### src/rtl/nsa_pkg.sv
// Shared types and constants for the nibble-serial adder controller.
package nsa_pkg;

   typedef enum logic [1:0] {
      IDLE = 2'd0,
      RUN  = 2'd1,
      DONE = 2'd2
   } state_e;

   localparam int SLICE_W = 4;

endpackage : nsa_pkg

### src/rtl/cla4_slice.sv
// Purely combinational 4-bit carry-look-ahead adder slice (generate/propagate).
module cla4_slice
   import nsa_pkg::*;
(
   input  logic [SLICE_W-1:0] a,
   input  logic [SLICE_W-1:0] b,
   input  logic               cin,
   output logic [SLICE_W-1:0] sum,
   output logic               cout
);

   logic [SLICE_W-1:0] g;
   logic [SLICE_W-1:0] p;
   logic [SLICE_W:0]   c;

   assign g = a & b;
   assign p = a ^ b;

   // Every carry is flattened from g/p/cin so no carry ripples through another.
   assign c[0] = cin;
   assign c[1] = g[0] | (p[0] & cin);
   assign c[2] = g[1] | (p[1] & g[0]) | (p[1] & p[0] & cin);
   assign c[3] = g[2] | (p[2] & g[1]) | (p[2] & p[1] & g[0])
               | (p[2] & p[1] & p[0] & cin);
   assign c[4] = g[3] | (p[3] & g[2]) | (p[3] & p[2] & g[1])
               | (p[3] & p[2] & p[1] & g[0]) | (p[3] & p[2] & p[1] & p[0] & cin);

   assign sum  = p ^ c[SLICE_W-1:0];
   assign cout = c[SLICE_W];

endmodule : cla4_slice

### src/rtl/nibble_serial_add_ctrl.sv
// WIDTH-bit add sequencer reusing one 4-bit CLA slice, LS nibble first, valid/ready on both sides.
// Define NSA_SUB_EN to honour the sub input (B' = ~b, c0 = 1 when sub is set at accept).
module nibble_serial_add_ctrl
   import nsa_pkg::*;
#(
   parameter int WIDTH = 16
) (
   input  logic             clk,
   input  logic             rst,
   input  logic             in_valid,
   output logic             in_ready,
   input  logic [WIDTH-1:0] a,
   input  logic [WIDTH-1:0] b,
   input  logic             cin,
   input  logic             sub,
   output logic             out_valid,
   input  logic             out_ready,
   output logic [WIDTH-1:0] sum,
   output logic             cout,
   output logic             ovf
);

   localparam int NIB   = WIDTH / SLICE_W;
   localparam int IDX_W = (NIB > 1) ? $clog2(NIB) : 1;
   localparam logic [IDX_W-1:0] IDX_LAST = IDX_W'(NIB - 1);

   state_e             state_q, state_d;
   logic [IDX_W-1:0]   idx_q, idx_d;
   logic [WIDTH-1:0]   a_q, a_d;
   logic [WIDTH-1:0]   b_q, b_d;
   logic               carry_q, carry_d;
   logic [WIDTH-1:0]   sum_q, sum_d;
   logic               cout_q, cout_d;
   logic               ovf_q, ovf_d;

   logic [WIDTH-1:0]   b_eff;
   logic               c0;
   logic [SLICE_W-1:0] sl_a, sl_b, sl_sum;
   logic               sl_cout;

`ifdef NSA_SUB_EN
   assign b_eff = sub ? ~b : b;
   assign c0    = sub ? 1'b1 : cin;
`else
   logic unused_sub;
   assign unused_sub = sub;
   assign b_eff      = b;
   assign c0         = cin;
`endif

   assign sl_a = a_q[idx_q*SLICE_W +: SLICE_W];
   assign sl_b = b_q[idx_q*SLICE_W +: SLICE_W];

   cla4_slice u_slice (
      .a    (sl_a),
      .b    (sl_b),
      .cin  (carry_q),
      .sum  (sl_sum),
      .cout (sl_cout)
   );

   always_comb begin
      // NOTE: every variable gets its hold value first so no path leaves it unassigned (no latch).
      state_d = state_q;
      idx_d   = idx_q;
      a_d     = a_q;
      b_d     = b_q;
      carry_d = carry_q;
      sum_d   = sum_q;
      cout_d  = cout_q;
      ovf_d   = ovf_q;
      unique case (state_q)
         IDLE: begin
            if (in_valid) begin
               state_d = RUN;
               a_d     = a;
               b_d     = b_eff;
               carry_d = c0;
               idx_d   = '0;
               sum_d   = '0;
            end
         end
         RUN: begin
            sum_d[idx_q*SLICE_W +: SLICE_W] = sl_sum;
            carry_d = sl_cout;
            idx_d   = idx_q + IDX_W'(1);
            if (idx_q == IDX_LAST) begin
               state_d = DONE;
               cout_d  = sl_cout;
               // Overflow needs the freshly written MSB, hence sum_d rather than sum_q.
               ovf_d   = (a_q[WIDTH-1] == b_q[WIDTH-1]) && (sum_d[WIDTH-1] != a_q[WIDTH-1]);
            end
         end
         DONE: begin
            if (out_ready) state_d = IDLE;
         end
         default: state_d = IDLE;
      endcase
   end

   // NOTE: state registers use non-blocking assignments so all flops update from pre-edge values.
   always_ff @(posedge clk or posedge rst) begin
      if (rst) begin
         state_q <= IDLE;
         idx_q   <= '0;
         a_q     <= '0;
         b_q     <= '0;
         carry_q <= 1'b0;
         sum_q   <= '0;
         cout_q  <= 1'b0;
         ovf_q   <= 1'b0;
      end else begin
         state_q <= state_d;
         idx_q   <= idx_d;
         a_q     <= a_d;
         b_q     <= b_d;
         carry_q <= carry_d;
         sum_q   <= sum_d;
         cout_q  <= cout_d;
         ovf_q   <= ovf_d;
      end
   end

   assign in_ready  = (state_q == IDLE);
   assign out_valid = (state_q == DONE);
   assign sum       = sum_q;
   assign cout      = cout_q;
   assign ovf       = ovf_q;

endmodule : nibble_serial_add_ctrl

### config.mk
export PLATFORM = sky130hd
export DESIGN_NAME = nibble_serial_add_ctrl
export DESIGN_NICKNAME = d
export VERILOG_FILES = /design/src/rtl/nsa_pkg.sv /design/src/rtl/cla4_slice.sv /design/src/rtl/nibble_serial_add_ctrl.sv
export SDC_FILE = /design/constraint.sdc
export NUM_CORES = 1
export LEC_CHECK = 0
export ABC_AREA = 1
export CAP_MARGIN = 15
export CORE_MARGIN = 3
export CORE_UTILIZATION = 45
export CTS_BUF_LIST = sky130_fd_sc_hd__clkbuf_4
export CTS_CLUSTER_DIAMETER = 60
export CTS_CLUSTER_SIZE = 8
export DETAILED_ROUTE_END_ITERATION = 12
export GPL_ROUTABILITY_DRIVEN = 0
export HOLD_SLACK_MARGIN = 0.08
export PLACE_DENSITY = 0.72
export SYNTH_ARGS = -nofsm -noshare
export SYNTH_HDL_FRONTEND = slang
export SYNTH_SLANG_ARGS = --single-unit
### constraint.sdc
create_clock -name clk -period 6 [get_ports clk]
set_input_delay 0.9 -clock clk [delete_from_list [all_inputs] [get_ports clk]]
set_output_delay 0.9 -clock clk [all_outputs]
set_load 0.005 [all_outputs]
==> impl_metrics.py <==
metrics = {
    "clock_network": {
        "htree_levels": 2,
        "clock-root-buffer": "clkbuf_4",
        "clkTransAtPathRegs_ns": 0.15,
        "cts_resized": 0,
        "cts_max_path_buffers": 2,
        "cts_hold_buf": 0,
        "cts-buffers-inserted": 5,
        "cts_sinks": 55,
        "postCtsSetupBuffers": 0,
        "cts_tree": "done",
        "clk_latency_ns": 0.38,
    },
    "sta": {
        "fin_skew_ns": 0.00848,
        "tightest_slew_ns": 0.887,
        "fin_setup_tns_ns": 0,
        "rsz0062_at_grt": "false",
        "slew_headroom_pct": 40.9,
        "timing.final.ws_setup_ns": 2.75,
        "timing.fmax_ghz": 0.308,
        "maxSlewViolCount": 0,
        "finalCriticalPeriod_ns": 3.25,
        "finalSetupViolCount": 0,
        "finalHoldViolations": 0,
        "holdWs_ns": 0.514,
        "period_share_pct": 54.1,
    },
    "setup_path": {
        "required_ns": 6.29,
        "crit_path_end_kind": "flop",
        "worstPathArrival_ns": 3.54,
        "crit_fanout": 26,
        "startpoint_type": "flop",
        "crit_type": "reg -> reg",
    },
    "finish": {
        "num-nets-final": 364,
        "layout_common_cells": "56 x clkdlybuf4s50_1, 55 x dfrtp_1, 36 x nand2_1",
        "diodes": 0,
        "final_common_cell": "clkdlybuf4s50_1",
        "fin_area_um2": 3380,
        "syn2layout_area_growth_pct": 27.5,
        "nFillCells": 512,
        "final_cells": 390,
        "drive_gt1_share_pct": 15.7,
    },
    "power": {
        "leakage_nw": 1.49,
        "vdd_ir_drop_max_mv": 0.250,
        "p_switching_w": 0.000802,
        "pwr-share-clk_pct": 12.5,
        "power_frac_seq_pct": 34.5,
        "internal_power_w": 0.00116,
        "power_switching_share_pct": 40.8,
        "pwr_density_cell_nw_per_um2": 580,
        "combPwrFrac_pct": 53.1,
    },
    "logic_synthesis": {
        "syn-num-nets": 308,
        "synthDominantCellAreaShare_pct": 51.9,
        "synth.yosys.seq_area_share_pct": 51.9,
        "synth_edf_count": 0,
        "yosys_warnings": 0,
        "synthArstFlopShare_pct": 100,
        "synth-seq-cells": 55,
        "syn-instance-count": 261,
        "syn-cell-area_um2": 2650,
        "synthFlopType": "dfrtp_1",
        "netlist-cell-type-count": 29,
        "syn_area_per_cell_um2": 10.2,
        "synth_top_area_cell": "dfrtp_1",
        "synth_area_leaders": "dfrtp_1 52%, mux2_2 13%, nand2_1 5.1%",
    },
    "detailed_routing": {
        "drt_wl_total_mm": 5.38,
        "drtAntennaViolNets": 0,
        "drtIter0Drc": 115,
        "drc": 0,
        "dr_total_vias": 1995,
        "routedWlPerCell_um": 13.8,
        "drt-pass1-iter-count": 4,
        "viasPerCell": 5.12,
    },
    "outcome": {
        "status": "finished clean",
    },
    "grt": {
        "grt_pass1_wl_mm": 8.80,
        "grt_antenna_before_repair": 0,
        "overflow": 0,
        "grt_pass1_vias": 1873,
        "grt_max_degree": 56,
        "grtUsageTotal_pct": 17.2,
    },
    "job": {
        "cap_violations": 0,
    },
    "placed_design": {
        "dp_cells": 381,
        "placed_area_um2": 3260,
        "place.detailed.hpwl_mm": 3.89,
        "portBuffers": 56,
        "dp_worst_setup_slack_ns": 2.79,
    },
    "die": {
        "pin_count": 58,
        "die_w_um": 82.8,
        "initial_core_util_pct": 47.3,
        "dieArea_um2": 6860,
        "chipHeight_um": 82.8,
        "coreArea_um2": 5610,
        "fp-row-count": 27,
    },
    "worst_hold_path": {
        "min_path_type": "reg -> reg",
    },
}
worst max-delay path: stages, from the launching register on:
cell     delay, ns
dfrtp_1       0.95
inv_1         0.52
o21ai_0       0.29
o22ai_1       0.13
ha_1          0.33
or2_0         0.23
nand2_1       0.09
nand2_1       0.07
nand2_1       0.06
nand2_1       0.07
nand4_1       0.11
nand2_1       0.10
nand2_1       0.07
nand2_1       0.05
nand2_1       0.06
nand2_1       0.05
per-layer routing:
layer | up-vias | global-route usage [%] | share of wire (%)
met4 | 0 | 6.37 | 1.5
li1 | 992 | - | -
met1 | 947 | 22.6 | 46
met3 | 7 | 3.24 | 4.6
met2 | 49 | 28.4 | 48
met5 | - | 0 | 0
area by class of cell:
type	instances	area [um2]	share of cell area, %
clock buffer	5	37.5	1.11
clock inverter	3	67.6	2.00
inverter	28	105	3.11
multi-input combinational	170	1130	33.3
sequential	55	1380	40.7
tap	72	90.1	2.66
timing repair buffer	57	581	17.2
cells by family (layout without fill, tap and decap cells):
| group | count (synthesis) | count (layout) | share of synthesized area, % |
|---|---|---|---|
| adders and majority gates | 9 | 9 | 4.53 |
| muxes | 31 | 31 | 13.2 |
| DFF | 55 | 55 | 51.9 |
| xor gates and xnor gates | 2 | 2 | 0.660 |
| AOI/OAI and AO/OA | 46 | 46 | 9.76 |
| buffers and inverters | 36 | 93 | 5.66 |
| and+or+nand+nor | 82 | 82 | 14.4 |
power by group through the flow:
stage | sequential (W) | combinational (W) | clock [W]
after CTS | 0.000678 | 0.00105 | 0.000250
final | 0.000677 | 0.00104 | 0.000245
after detailed placement | 0.000688 | 0.00104 | 0
after global placement | 0.000679 | 0.00101 | 0
after global routing | 0.000703 | 0.00119 | 0.000268
after floorplan | 0.000642 | 0.000765 | 0
flip-flops by register name (all words and copies together) (netlist names):
name	cells
a_q	16
sum	16
b_q	16
carry_q	1
state_q	2
ovf	1
cout	1
idx_q	2
cells in the mapped netlist (2+ instances only):
| master | number |
|---|---|
| dfrtp_1 | 55 |
| nand2_1 | 36 |
| mux2_2 | 31 |
| o21ai_0 | 26 |
| inv_1 | 25 |
| nor2_1 | 22 |
| nand3_1 | 14 |
| o22ai_1 | 11 |
| ha_1 | 8 |
| a21oi_1 | 3 |
| buf_2 | 3 |
| buf_4 | 3 |
| inv_2 | 3 |
| nor2_4 | 3 |
| a32oi_1 | 2 |
| clkbuf_1 | 2 |
| nand4_1 | 2 |
worst paths after layout:
check                                     start             endpoint  slack [ns]  cells past startpoint
setup / recovery           idx_q[0]$_DFFE_PP0P_      ovf$_DFFE_PP0P_        2.75                     15
hold / removal                 cout$_DFFE_PP0P_     cout$_DFFE_PP0P_        0.51                      2
setup reg to reg           idx_q[0]$_DFFE_PP0P_      ovf$_DFFE_PP0P_        2.75                     15
hold reg to reg                cout$_DFFE_PP0P_     cout$_DFFE_PP0P_        0.51                      2
max in group asynchronous                   rst   a_q[6]$_DFFE_PP0P_        4.75                      3
min in group asynchronous                   rst  sum[10]$_DFFE_PP0P_        0.75                      2
through the flow:
stage / power [W] / utilization [%]
after floorplan: 0.00141 / -
after global routing: 0.00216 / 60.4
after global placement: 0.00169 / 58.1
final: 0.00196 / 60.4
after CTS: 0.00198 / 60.0
after detailed placement: 0.00173 / 58.1
Note: power is estimated with default switching activity, not from simulation.
